### config.mk
export PLATFORM = sky130hd
export DESIGN_NAME = alu_arbiter
export DESIGN_NICKNAME = d
export VERILOG_FILES = /design/src/rtl/alu_arbiter.sv
export SDC_FILE = /design/constraint.sdc
export NUM_CORES = 1
export LEC_CHECK = 0
export BUFFER_PORTS_ARGS = -buffer_cell sky130_fd_sc_hd__buf_2
export CAP_MARGIN = 20
export CORE_MARGIN = 2
export CORE_UTILIZATION = 30
export DETAILED_ROUTE_END_ITERATION = 16
export GPL_TIMING_DRIVEN = 0
export PLACE_DENSITY = 0.58
export SKIP_CTS_REPAIR_TIMING = 1
export SYNTH_ARGS = -nofsm -noshare
export SYNTH_HDL_FRONTEND = slang
export SYNTH_SLANG_ARGS = --single-unit
export TNS_END_PERCENT = 100
### constraint.sdc
create_clock -name Clk -period 1.9 [get_ports Clk]
set_input_delay 0.38 -clock Clk [delete_from_list [all_inputs] [get_ports Clk]]
set_output_delay 0.38 -clock Clk [all_outputs]
set_load 0.01 [all_outputs]
### src/rtl/alu_arbiter.sv
// alu_arbiter: two-requester round-robin front end for one shared, possibly
// multi-cycle ALU. A request is accepted and latched, held on the ALU until
// alu_We or a timeout, and then presented as a response to its owner.
// Ports:
//   Clk, Reset                  clock, synchronous active-low reset
//   reqN_valid/_A/_B/_op        request from requester N (0/1)
//   reqN_ready                  request accepted this cycle (combinational)
//   rspN_valid, rspN_ready      response handshake per requester
//   rsp_result, rsp_c, rsp_err  shared response payload
//   alu_A, alu_B, alu_ALUOp     operands/opcode to the ALU
//   alu_Result, alu_C, alu_We   result, carry and result-valid from the ALU
//   busy                        FSM is not in IDLE
module alu_arbiter #(
  parameter int unsigned TIMEOUT = 64
) (
  input  logic        Clk,
  input  logic        Reset,
  input  logic        req0_valid,
  input  logic        req1_valid,
  input  logic [31:0] req0_A,
  input  logic [31:0] req0_B,
  input  logic [31:0] req1_A,
  input  logic [31:0] req1_B,
  input  logic [2:0]  req0_op,
  input  logic [2:0]  req1_op,
  output logic        req0_ready,
  output logic        req1_ready,
  output logic        rsp0_valid,
  output logic        rsp1_valid,
  input  logic        rsp0_ready,
  input  logic        rsp1_ready,
  output logic [31:0] rsp_result,
  output logic        rsp_c,
  output logic        rsp_err,
  output logic [31:0] alu_A,
  output logic [31:0] alu_B,
  output logic [2:0]  alu_ALUOp,
  input  logic [31:0] alu_Result,
  input  logic        alu_C,
  input  logic        alu_We,
  output logic        busy
);

  localparam int unsigned DATA_W = 32;
  localparam int unsigned OP_W   = 3;
  localparam int unsigned CNT_W  = (TIMEOUT > 1) ? $clog2(TIMEOUT) : 1;
  localparam logic [CNT_W-1:0] CNT_LAST = CNT_W'(TIMEOUT - 1);

  typedef enum logic [1:0] {
    S_IDLE = 2'd0,
    S_EXEC = 2'd1,
    S_RESP = 2'd2
  } state_e;

  state_e            state_q, state_d;
  logic              id_q, id_d;
  logic              last_q, last_d;
  logic [DATA_W-1:0] a_q, a_d;
  logic [DATA_W-1:0] b_q, b_d;
  logic [OP_W-1:0]   op_q, op_d;
  logic [CNT_W-1:0]  cnt_q, cnt_d;
  logic [DATA_W-1:0] res_q, res_d;
  logic              c_q, c_d;
  logic              err_q, err_d;
  logic              gnt0, gnt1;

  // State and datapath registers; reset forgets any in-flight operation.
  always_ff @(posedge Clk) begin
    if (!Reset) begin
      state_q <= S_IDLE;
      id_q    <= 1'b0;
      last_q  <= 1'b1;  // requester 0 wins the first tie
      a_q     <= '0;
      b_q     <= '0;
      op_q    <= '0;
      cnt_q   <= '0;
      res_q   <= '0;
      c_q     <= 1'b0;
      err_q   <= 1'b0;
    end else begin
      state_q <= state_d;
      id_q    <= id_d;
      last_q  <= last_d;
      a_q     <= a_d;
      b_q     <= b_d;
      op_q    <= op_d;
      cnt_q   <= cnt_d;
      res_q   <= res_d;
      c_q     <= c_d;
      err_q   <= err_d;
    end
  end

  // Next-state, grant and output decode. Handshake outputs are masked
  // while Reset is asserted so nothing is offered during reset.
  always_comb begin
    state_d    = state_q;
    id_d       = id_q;
    last_d     = last_q;
    a_d        = a_q;
    b_d        = b_q;
    op_d       = op_q;
    cnt_d      = cnt_q;
    res_d      = res_q;
    c_d        = c_q;
    err_d      = err_q;
    req0_ready = 1'b0;
    req1_ready = 1'b0;
    rsp0_valid = 1'b0;
    rsp1_valid = 1'b0;
    alu_A      = '0;
    alu_B      = '0;
    alu_ALUOp  = '0;
    busy       = 1'b0;

    // Round-robin: on a tie, serve whoever was not served last.
    gnt0 = req0_valid && (!req1_valid || last_q);
    gnt1 = req1_valid && (!req0_valid || !last_q);

    case (state_q)
      S_IDLE: begin
        req0_ready = Reset && gnt0;
        req1_ready = Reset && gnt1;
        if (gnt0 || gnt1) begin
          id_d    = gnt1;
          a_d     = gnt1 ? req1_A  : req0_A;
          b_d     = gnt1 ? req1_B  : req0_B;
          op_d    = gnt1 ? req1_op : req0_op;
          cnt_d   = '0;
          state_d = S_EXEC;
        end
      end
      S_EXEC: begin
        busy = Reset;
        if (Reset) begin
          alu_A     = a_q;
          alu_B     = b_q;
          alu_ALUOp = op_q;
        end
        cnt_d = cnt_q + CNT_W'(1);
        if (alu_We) begin
          res_d   = alu_Result;
          c_d     = alu_C;
          err_d   = 1'b0;
          state_d = S_RESP;
        end else if (cnt_q == CNT_LAST) begin
          res_d   = '0;
          c_d     = 1'b0;
          err_d   = 1'b1;
          state_d = S_RESP;
        end
      end
      S_RESP: begin
        busy       = Reset;
        rsp0_valid = Reset && !id_q;
        rsp1_valid = Reset && id_q;
        if ((rsp0_valid && rsp0_ready) || (rsp1_valid && rsp1_ready)) begin
          last_d  = id_q;
          state_d = S_IDLE;
        end
      end
      default: state_d = S_IDLE;
    endcase
  end

  assign rsp_result = res_q;
  assign rsp_c      = c_q;
  assign rsp_err    = err_q;

endmodule
* Word-level counts from Yosys, hierarchy flattened *
Index checks and enable logic that the tools add are counted.

storage, ports and cells
  word-level logic and storage cells = 69
  input port bits = 174
  bits in registers = 111

operators by class
  add/subtract/negate cells = 1
  multiplexer cells = 27
  reductions and logical operators = 25
  equality and inequality tests = 6

operators with widths
  cell                                                              count
  32-bit 2-to-1 mux                                                 8
  6-bit one-hot mux with 2 select lines                             1
  1-bit 2-to-1 mux                                                  9
  3-bit 2-to-1 mux                                                  3
  1-bit logical AND                                                 8
  2-bit 2-to-1 mux                                                  4
  2-bit AND reduction                                               4
  6-bit by 1-bit adder with 6-bit output (second input constant)    1
  6-bit == test (second input constant)                             1
  6-bit 2-to-1 mux                                                  1
  2-bit one-hot mux with 3 select lines                             1
  1-bit zero test                                                   4
  1-bit logical OR                                                  4
  2-bit inequality test (second input constant)                     2
  2-bit nonzero test                                                2
  3-bit inequality test (second input constant)                     1
  3-bit AND reduction                                               1
  2-bit by 1-bit == test with 1-bit output (second input constant)  1
  2-bit == test (second input constant)                             1
  2-bit zero test                                                   1
  2-bit OR reduction                                                1

* Longest topological paths before layout *
Gate-level depths: netlist (run 1).

  word-level depth = 6
  depth in mapped cells = 7
  mapped depth without buffers = 6

* Least setup slack after synthesis (run 1) *
OpenSTA, ideal clock, no wires.

  path type = input to output
  from = in Reset
  to = out rsp0_valid
  data arrival time = 1279 ps
  stages on the path = 5
  data required time = 1520 ps
  slack = 241 ps
  cell sequence = buf_2 > clkbuf_1 > clkbuf_1 > nand2_1 > nor2_1

on the way
  word-level cells in the longest chain between the ends = 2

ends and longest elaborated chain
  element            RTL line  source
  from (decl)        17        input logic Reset,
  1-bit logical AND  155       rsp0_valid = Reset && !id_q;
  1-bit 2-to-1 mux   120       case (state_q)
  to (decl)          28        output logic rsp0_valid,

No other way between the ends.

* Worst setup path in the final report (run 1) *
  from = reg state_q[1]
  to = out alu_B[18]

on the way
  word-level cells in the longest chain between the ends = 2

ends and longest elaborated chain
  element                                   RTL line  source
  from (decl)                               55        state_e state_q, state_d;
  from (signal assigned)                    81        state_q <= state_d;
  2-bit by 1-bit == test with 1-bit output  120
  32-bit 2-to-1 mux                         120
  to (decl)                                 36        output logic [31:0] alu_B,

No other way between the ends.

==> flow_metrics.tcl, run 1 <==
set metrics [dict create \
    netlist_area_um2 5350 \
    clk_pin_slew_ns 0.08 \
    hold_violations 0 \
    clk_path_buf_depth 2 \
    skew_ns 0.00882 \
    nets 1086 \
    dr.pass1.iters 4 \
    drive_gt1_share_pct 41.9 \
    synth-main-ff-cell "dfxtp_1" \
    grt_pass1_vias 5107 \
    final_cell_mix "261 x buf_2, 118 x nand2_1, 108 x dfxtp_1" \
    leakage_nw 4.21 \
    post-synth-top-area-cell "dfxtp_1" \
    netlist_instances 609 \
    synth-seq-cells 111 \
    yosysWarnings 0 \
    rows 48 \
    synthesis.nets 787 \
    cts.sinks 111 \
    ant_nets 0 \
    clock_latency_ns 0.35 \
    drc 0 \
    place_hpwl_um 14000 \
    fmax_mhz 520 \
    initial_core_util_pct 30.8 \
    hold_class "in -> reg" \
    yosysSeqAreaShare_pct 41.5 \
    via_per_inst 4.77 \
    finalCriticalPeriod_ns 1.92 \
    gp_congestion 0.749 \
    arrival_ns 1.54 \
    cp_max_fo 5 \
    grt_pass1_wl_um 27500 \
    cts_tree "built" \
    seq_area_um2 2230 \
    relSlewSlack_pct 64.8 \
    ys_async_sr_fraction_pct 0 \
    layout_commonest_cell "buf_2" \
    status "finished, violations left" \
    worst_pin_slew_ns 0.528 \
    synth.avg_cell_area_um2 8.79 \
    coreArea_um2 17400 \
    antenna_cells 0 \
    wl_um 18500 \
    drt-initial-drc-count 183 \
    area_growth_pct 47.2 \
    io_buffers 278 \
    violations "negative setup slack" \
    end_kind "output port" \
    die_y_um 138 \
    hold_ws_ns 0.285 \
    peakVddDrop_mv 0.570 \
    multi_input_area_um2 2950 \
    numCtsBuffers 9 \
    grt_usage_pct 19.0 \
    synth_area_leaders "dfxtp_1 42%, mux2i_1 13%, nand2_1 8.3%, and3_1 8.1%, o211a_1 7.9%" \
    synth_top_area_share_pct 41.5 \
    fill_cells 1752 \
    htreeDepth 3 \
    dr_total_vias 5428 \
    maxCapViolations 0 \
    post_drt_wl_per_cell_um 16.2 \
    finalSetupTns_ns -0.117 \
    grt_max_degree 19 \
    fp.dieW_um 138 \
    dieArea_um2 18900 \
    slew_violations 0 \
    rsz0062_at_grt "true" \
    worstSetupStartpointType "flop" \
    ioPinCount 280 \
    criticalPathCategory "reg -> out" \
    grt_overflow_total 0 \
    required_ns 1.52 \
    fin_ws_ns -0.0238 \
    yosys.cell_types.count 35 \
    post-route-period-util_pct 101 \
    synth_edf_count 0 \
    antenna_found_initial 0 \
    p_per_area_nw_per_um2 1100 \
    root_buffer "clkbuf_16" \
    setup_viol 13 \
]
where the power goes:
part           internal [W]  leakage (nW)  switching (W)
clock               0.00103         0.139       0.000923
sequential          0.00295         0.915       0.000304
combinational       0.00165          3.16        0.00184
total               0.00563          4.21        0.00307
worst paths after layout:
path	startpoint	endpoint	slack [ns]	depth (start not counted)
min	alu_Result[18]	rsp_result[18]$_SDFFE_PN0P_	0.28	3
max reg2reg	state_q[1]$_SDFFE_PN0P_	rsp_result[17]$_SDFFE_PN0P_	0.11	7
min reg2reg	rsp_result[28]$_SDFFE_PN0P_	rsp_result[28]$_SDFFE_PN0P_	0.47	2
max	state_q[1]$_SDFFE_PN0P_	alu_B[18]	-0.02	6
area by class of cell:
cell class                 count  area share, %
multi-input combinational    431           37.5
sequential                   111           28.3
timing repair buffer         289           21.2
clock buffer                  10           2.91
tap                          225           3.57
inverter                       5          0.270
clock inverter                 6          0.858
buffer                        61           5.45
sequential cells by signal (all words and copies together) (netlist names):
| register | cells |
|---|---|
| a_q | 32 |
| b_q | 32 |
| cnt_q | 6 |
| id_q | 1 |
| last_q | 1 |
| op_q | 3 |
| rsp_c | 1 |
| rsp_err | 1 |
| rsp_result | 32 |
| state_q | 2 |
stage by stage:
| stage | cells | power (W) | utilization (%) | setup WS, ns | instance area, um^2 |
|---|---|---|---|---|---|
| after floorplan | 609 | 0.00511 | - | 0.241 | 5350 |
| after global placement | 1112 | 0.00620 | 40.5 | -0.536 | 7020 |
| after detailed placement | 1112 | 0.00622 | 40.5 | -0.522 | 7020 |
| after CTS | 1128 | 0.00818 | 42.2 | -0.681 | 7320 |
| after global routing | 1138 | 0.00927 | 45.4 | -0.0586 | 7880 |
| final | 1138 | 0.00870 | 45.4 | -0.0238 | 7880 |
cell usage after synthesis, types with 4 or more instances:
cell	n
nand2_1	118
dfxtp_1	111
and3_1	69
mux2i_1	69
o211a_1	42
clkbuf_1	40
nor2_1	33
o22ai_1	33
a211oi_1	27
buf_2	14
buf_4	6
a21oi_1	5
inv_1	5
o21ai_0	5
ha_1	4
nor2b_1	4
cells by family after synthesis:
kind of cell | count (synthesis) | share of synthesized area (%)
muxes | 69 | 12.9
AOI/OAI and AO/OA | 124 | 18.3
adders and majority gates | 4 | 0.935
DFF | 111 | 41.5
and+or+nand+nor | 234 | 20.4
buffers and inverters | 67 | 5.96
worst max-delay path: stages (launching register included):
cell	delay, ns
dfxtp_2	0.35
inv_4	0.05
ha_4	0.18
clkbuf_16	0.16
clkbuf_16	0.14
and3_1	0.16
buf_2	0.14
routing by layer:
layer | global-route usage, % | part of all wire [%] | vias to the layer above
met5 | 0 | 0 | -
met3 | 6.33 | 8.4 | 12
met1 | 23.1 | 43 | 2454
met2 | 32.2 | 47 | 192
li1 | - | - | 2770
met4 | 4.64 | 1.0 | 0
Power figures use the tool's default switching activity.
==> run 2, diff against run 1 <==
CORE_UTILIZATION = 46   (was 30)
PLACE_DENSITY = 0.82   (was 0.58)
==> flow_metrics.tcl, run 2 (synthesis results as in run 1) <==
set metrics [dict create \
    dr.pass1.iters 5 \
    peakVddDrop_mv 0.848 \
    slew_violations 0 \
    criticalPathCategory "reg -> out" \
    finalSetupTns_ns -0.288 \
    grt_max_degree 18 \
    finalCriticalPeriod_ns 1.94 \
    dr_total_vias 5871 \
    final_cell_mix "238 x buf_2, 118 x nand2_1, 108 x dfxtp_1" \
    status "finished, violations left" \
    end_kind "output port" \
    leakage_nw 4.20 \
    power.total_w 0.00900 \
    swShare_pct 35.2 \
    cts_tree "built" \
    arrival_ns 1.56 \
    rrSetupSlack_ns 0.08 \
    ioPinCount 280 \
    rsz0062_at_grt "true" \
    grt_pass1_wl_um 26400 \
    placed_cells 1030 \
    clk_pin_slew_ns 0.07 \
    intPower_w 0.00583 \
    worst_pin_slew_ns 0.523 \
    via_per_inst 5.55 \
    htreeDepth 3 \
    cp_max_fo 9 \
    numCtsBuffers 9 \
    gp_congestion 0.833 \
    hold_ws_ns 0.297 \
    fill_cells 870 \
    required_ns 1.52 \
    coreArea_um2 11400 \
    fin_ws_ns -0.0445 \
    grt_overflow_total 0 \
    placed_area_um2 6920 \
    antenna_found_initial 1 \
    clk_path_buf_depth 2 \
    finalNonFillerCells 1058 \
    p_sw_w 0.00317 \
    post_drt_wl_per_cell_um 17.9 \
    drive_gt1_share_pct 43.9 \
    violations "negative setup slack" \
    relSlewSlack_pct 65.1 \
    area_growth_pct 51.4 \
    hold_violations 0 \
    p_comb_share_pct 42.4 \
    wl_um 19000 \
    drc 0 \
    fp.dieW_um 112 \
    seqPwrFrac_pct 36.7 \
    initial_core_util_pct 47.1 \
    fmax_mhz 514 \
    io_buffers 278 \
    place_hpwl_um 13000 \
    dieArea_um2 12500 \
    layout_commonest_cell "buf_2" \
    rows 39 \
    setup_viol 33 \
    p_per_area_nw_per_um2 1110 \
    clock_latency_ns 0.34 \
    hold_class "in -> reg" \
    post-route-period-util_pct 102 \
    root_buffer "clkbuf_16" \
    grt_pass1_vias 5354 \
    drt-initial-drc-count 496 \
    die_y_um 112 \
    ant_nets 0 \
    grt_usage_pct 26.3 \
    worstSetupStartpointType "flop" \
    clockPowerShare_pct 21.0 \
    skew_ns 0.00712 \
    final_area_um2 8100 \
    nets 1087 \
    cts.sinks 111 \
    maxCapViolations 0 \
]
==> run 2: final timing paths <==
path	from	to	cells after the start
setup / recovery	state_q[1]$_SDFFE_PN0P_	alu_B[9]	6
hold / removal	alu_Result[23]	rsp_result[23]$_SDFFE_PN0P_	3
setup reg to reg	state_q[0]$_SDFFE_PN0P_	b_q[29]$_SDFFE_PN0P_	7
hold reg to reg	rsp_result[15]$_SDFFE_PN0P_	rsp_result[15]$_SDFFE_PN0P_	2
==> run 2: final cells by class <==
| cell class | count | area (um^2) | area share (%) |
|---|---|---|---|
| inverter | 5 | 18.8 | 0.232 |
| tap | 143 | 179 | 2.21 |
| multi-input combinational | 431 | 3060 | 37.8 |
| sequential | 111 | 2230 | 27.5 |
| antenna | 1 | 2.50 | 0.0309 |
| clock inverter | 5 | 58.8 | 0.726 |
| clock buffer | 11 | 233 | 2.87 |
| buffer | 61 | 427 | 5.27 |
| timing repair buffer | 290 | 1900 | 23.4 |
==> run 2: layer usage <==
layer / vias up / track usage [%] / part of all wire (%)
met5: - / 0 / 0
met1: 2738 / 30.6 / 38
met2: 308 / 46.4 / 50
met4: 0 / 9.55 / 3.3
li1: 2779 / - / -
met3: 46 / 7.19 / 8.3
==> run 2: power by group through the flow <==
stage | sequential, W | clock (W) | combinational [W]
floorplan | 0.00326 | 0 | 0.00185
CTS | 0.00323 | 0.00191 | 0.00288
detailed placement | 0.00328 | 0 | 0.00286
global route | 0.00336 | 0.00198 | 0.00409
global placement | 0.00325 | 0 | 0.00282
finish | 0.00330 | 0.00189 | 0.00381
==> run 2: worst max-delay path, cell delays in order (launching register included) <==
cell and delay, ns:
dfxtp_2 0.33, inv_2 0.08, ha_4 0.18, buf_12 0.16, buf_8 0.14, and3_1 0.18
buf_2 0.15
==> run 2: through the flow <==
stage,utilization (%),setup WS [ns]
global placement,60.9,-0.480
CTS,63.4,-0.585
finish,71.2,-0.0445
detailed placement,60.9,-0.479
global route,71.2,-0.104
floorplan,-,0.241
==> run 3, diff against run 2 <==
clock period = 2 ns   (was 1.9 ns; I/O delays follow)
==> flow_metrics.tcl, run 3 (synthesis results as in run 1) <==
set metrics [dict create \
    finalNonFillerCells 1050 \
    antenna_found_initial 1 \
    grt_overflow_total 0 \
    dieArea_um2 12500 \
    cts.sinks 111 \
    fp.dieW_um 112 \
    maxCapViolations 0 \
    path_delay_family "buffers and inverters" \
    arrival_ns 1.54 \
    dr_total_vias 5652 \
    criticalPathCategory "reg -> out" \
    numCtsBuffers 9 \
    hold_ws_ns 0.315 \
    nets 1079 \
    drt-initial-drc-count 433 \
    dp_slack_ns -0.419 \
    io_buffers 278 \
    die_y_um 112 \
    leakage_nw 4.16 \
    fmax_mhz 515 \
    fin_ws_ns 0.0589 \
    dr.pass1.iters 5 \
    skew_ns 0.00737 \
    hp-start "alu_Result[11]" \
    wl_um 17100 \
    drive_gt1_share_pct 37.9 \
    rows 39 \
    hold_violations 0 \
    via_per_inst 5.38 \
    cpPeakStageDelay_ns 0.35 \
    cp_max_fo 10 \
    place_hpwl_um 13000 \
    coreArea_um2 11400 \
    p_per_area_nw_per_um2 1060 \
    placed_cells 1030 \
    clk_pin_slew_ns 0.07 \
    end_kind "output port" \
    clk_path_buf_depth 2 \
    grt_max_degree 18 \
    relSlewSlack_pct 65.5 \
    area_growth_pct 37.3 \
    root_buffer "clkbuf_16" \
    required_ns 1.60 \
    finalCriticalPeriod_ns 1.94 \
    drc 0 \
    grt_pass1_vias 5354 \
    hold_class "in -> reg" \
    clock_latency_ns 0.34 \
    post_drt_wl_per_cell_um 16.3 \
    gp_congestion 0.833 \
    cp_cell_sequence "inv_2 -> ha_4 -> buf_12 -> buf_4 -> and3_1 -> buf_2" \
    layout_commonest_cell "buf_2" \
    initial_core_util_pct 47.1 \
    worst_pin_slew_ns 0.517 \
    rsz0062_at_grt "false" \
    peakVddDrop_mv 0.801 \
    crit_path_start "state_q[1]$_SDFFE_PN0P_" \
    status "finished clean" \
    grt_pass1_wl_um 26400 \
    ioPinCount 280 \
    crit_slowest_cell "dfxtp_1" \
    reg2reg_from "state_q[0]$_SDFFE_PN0P_" \
    ant_nets 0 \
    worstSetupStartpointType "flop" \
    setup_viol 0 \
    htreeDepth 3 \
    path_buf_inv 4 \
    grt_usage_pct 26.3 \
    final_cell_mix "291 x buf_2, 118 x nand2_1, 109 x dfxtp_1" \
    post-route-period-util_pct 97.1 \
    finalSetupTns_ns 0 \
    cts_tree "built" \
    slew_violations 0 \
]
[run 3: cell count changes in the layout (fill, tap and decap cells not counted), sizes merged]
cell | previous run | this run
clkbuf | 52 | 44
[run 3: area by class of cell]
type / count / area [um^2]
multi-input combinational: 431 / 2820
antenna: 1 / 2.50
tap: 143 / 179
buffer: 62 / 389
fill: 1027 / 4030
clock inverter: 5 / 58.8
inverter: 5 / 18.8
clock buffer: 11 / 233
sequential: 111 / 2220
timing repair buffer: 281 / 1410
[run 3: through the flow]
| stage | utilization [%] | area (um^2) | total power, W |
|---|---|---|---|
| floorplan | - | 5350 | 0.00486 |
| global placement | 60.9 | 6920 | 0.00577 |
| detailed placement | 60.9 | 6920 | 0.00584 |
| CTS | 63.4 | 7210 | 0.00762 |
| global route | 64.6 | 7340 | 0.00824 |
| finish | 64.6 | 7340 | 0.00779 |
[run 3: metal layers]
layer  share of wire, %  global-route usage [%]
met1                 40                    30.6
met2                 49                    46.4
met3                8.0                    7.19
met4                2.4                    9.55
met5                  0                       0
[run 3: power by group]
group,internal [W],switching (W)
clock network,0.000974,0.000817
registers,0.00280,0.000285
logic,0.00127,0.00165
total,0.00504,0.00275
[run 3: worst paths after layout]
path	cells after the start	slack (ns)	end
hold / removal	3	0.32	rsp_result[11]$_SDFFE_PN0P_
setup reg to reg	7	0.18	a_q[26]$_SDFFE_PN0P_
setup / recovery	6	0.06	alu_A[28]
hold reg to reg	2	0.47	rsp_result[15]$_SDFFE_PN0P_
[run 3: worst register-to-register path, cell delays in order, from the launching register on]
cell	delay [ns]
dfxtp_2	0.34
inv_1	0.08
ha_2	0.25
o21a_1	0.13
buf_2	0.24
clkbuf_4	0.27
buf_2	0.26
a211oi_1	0.12
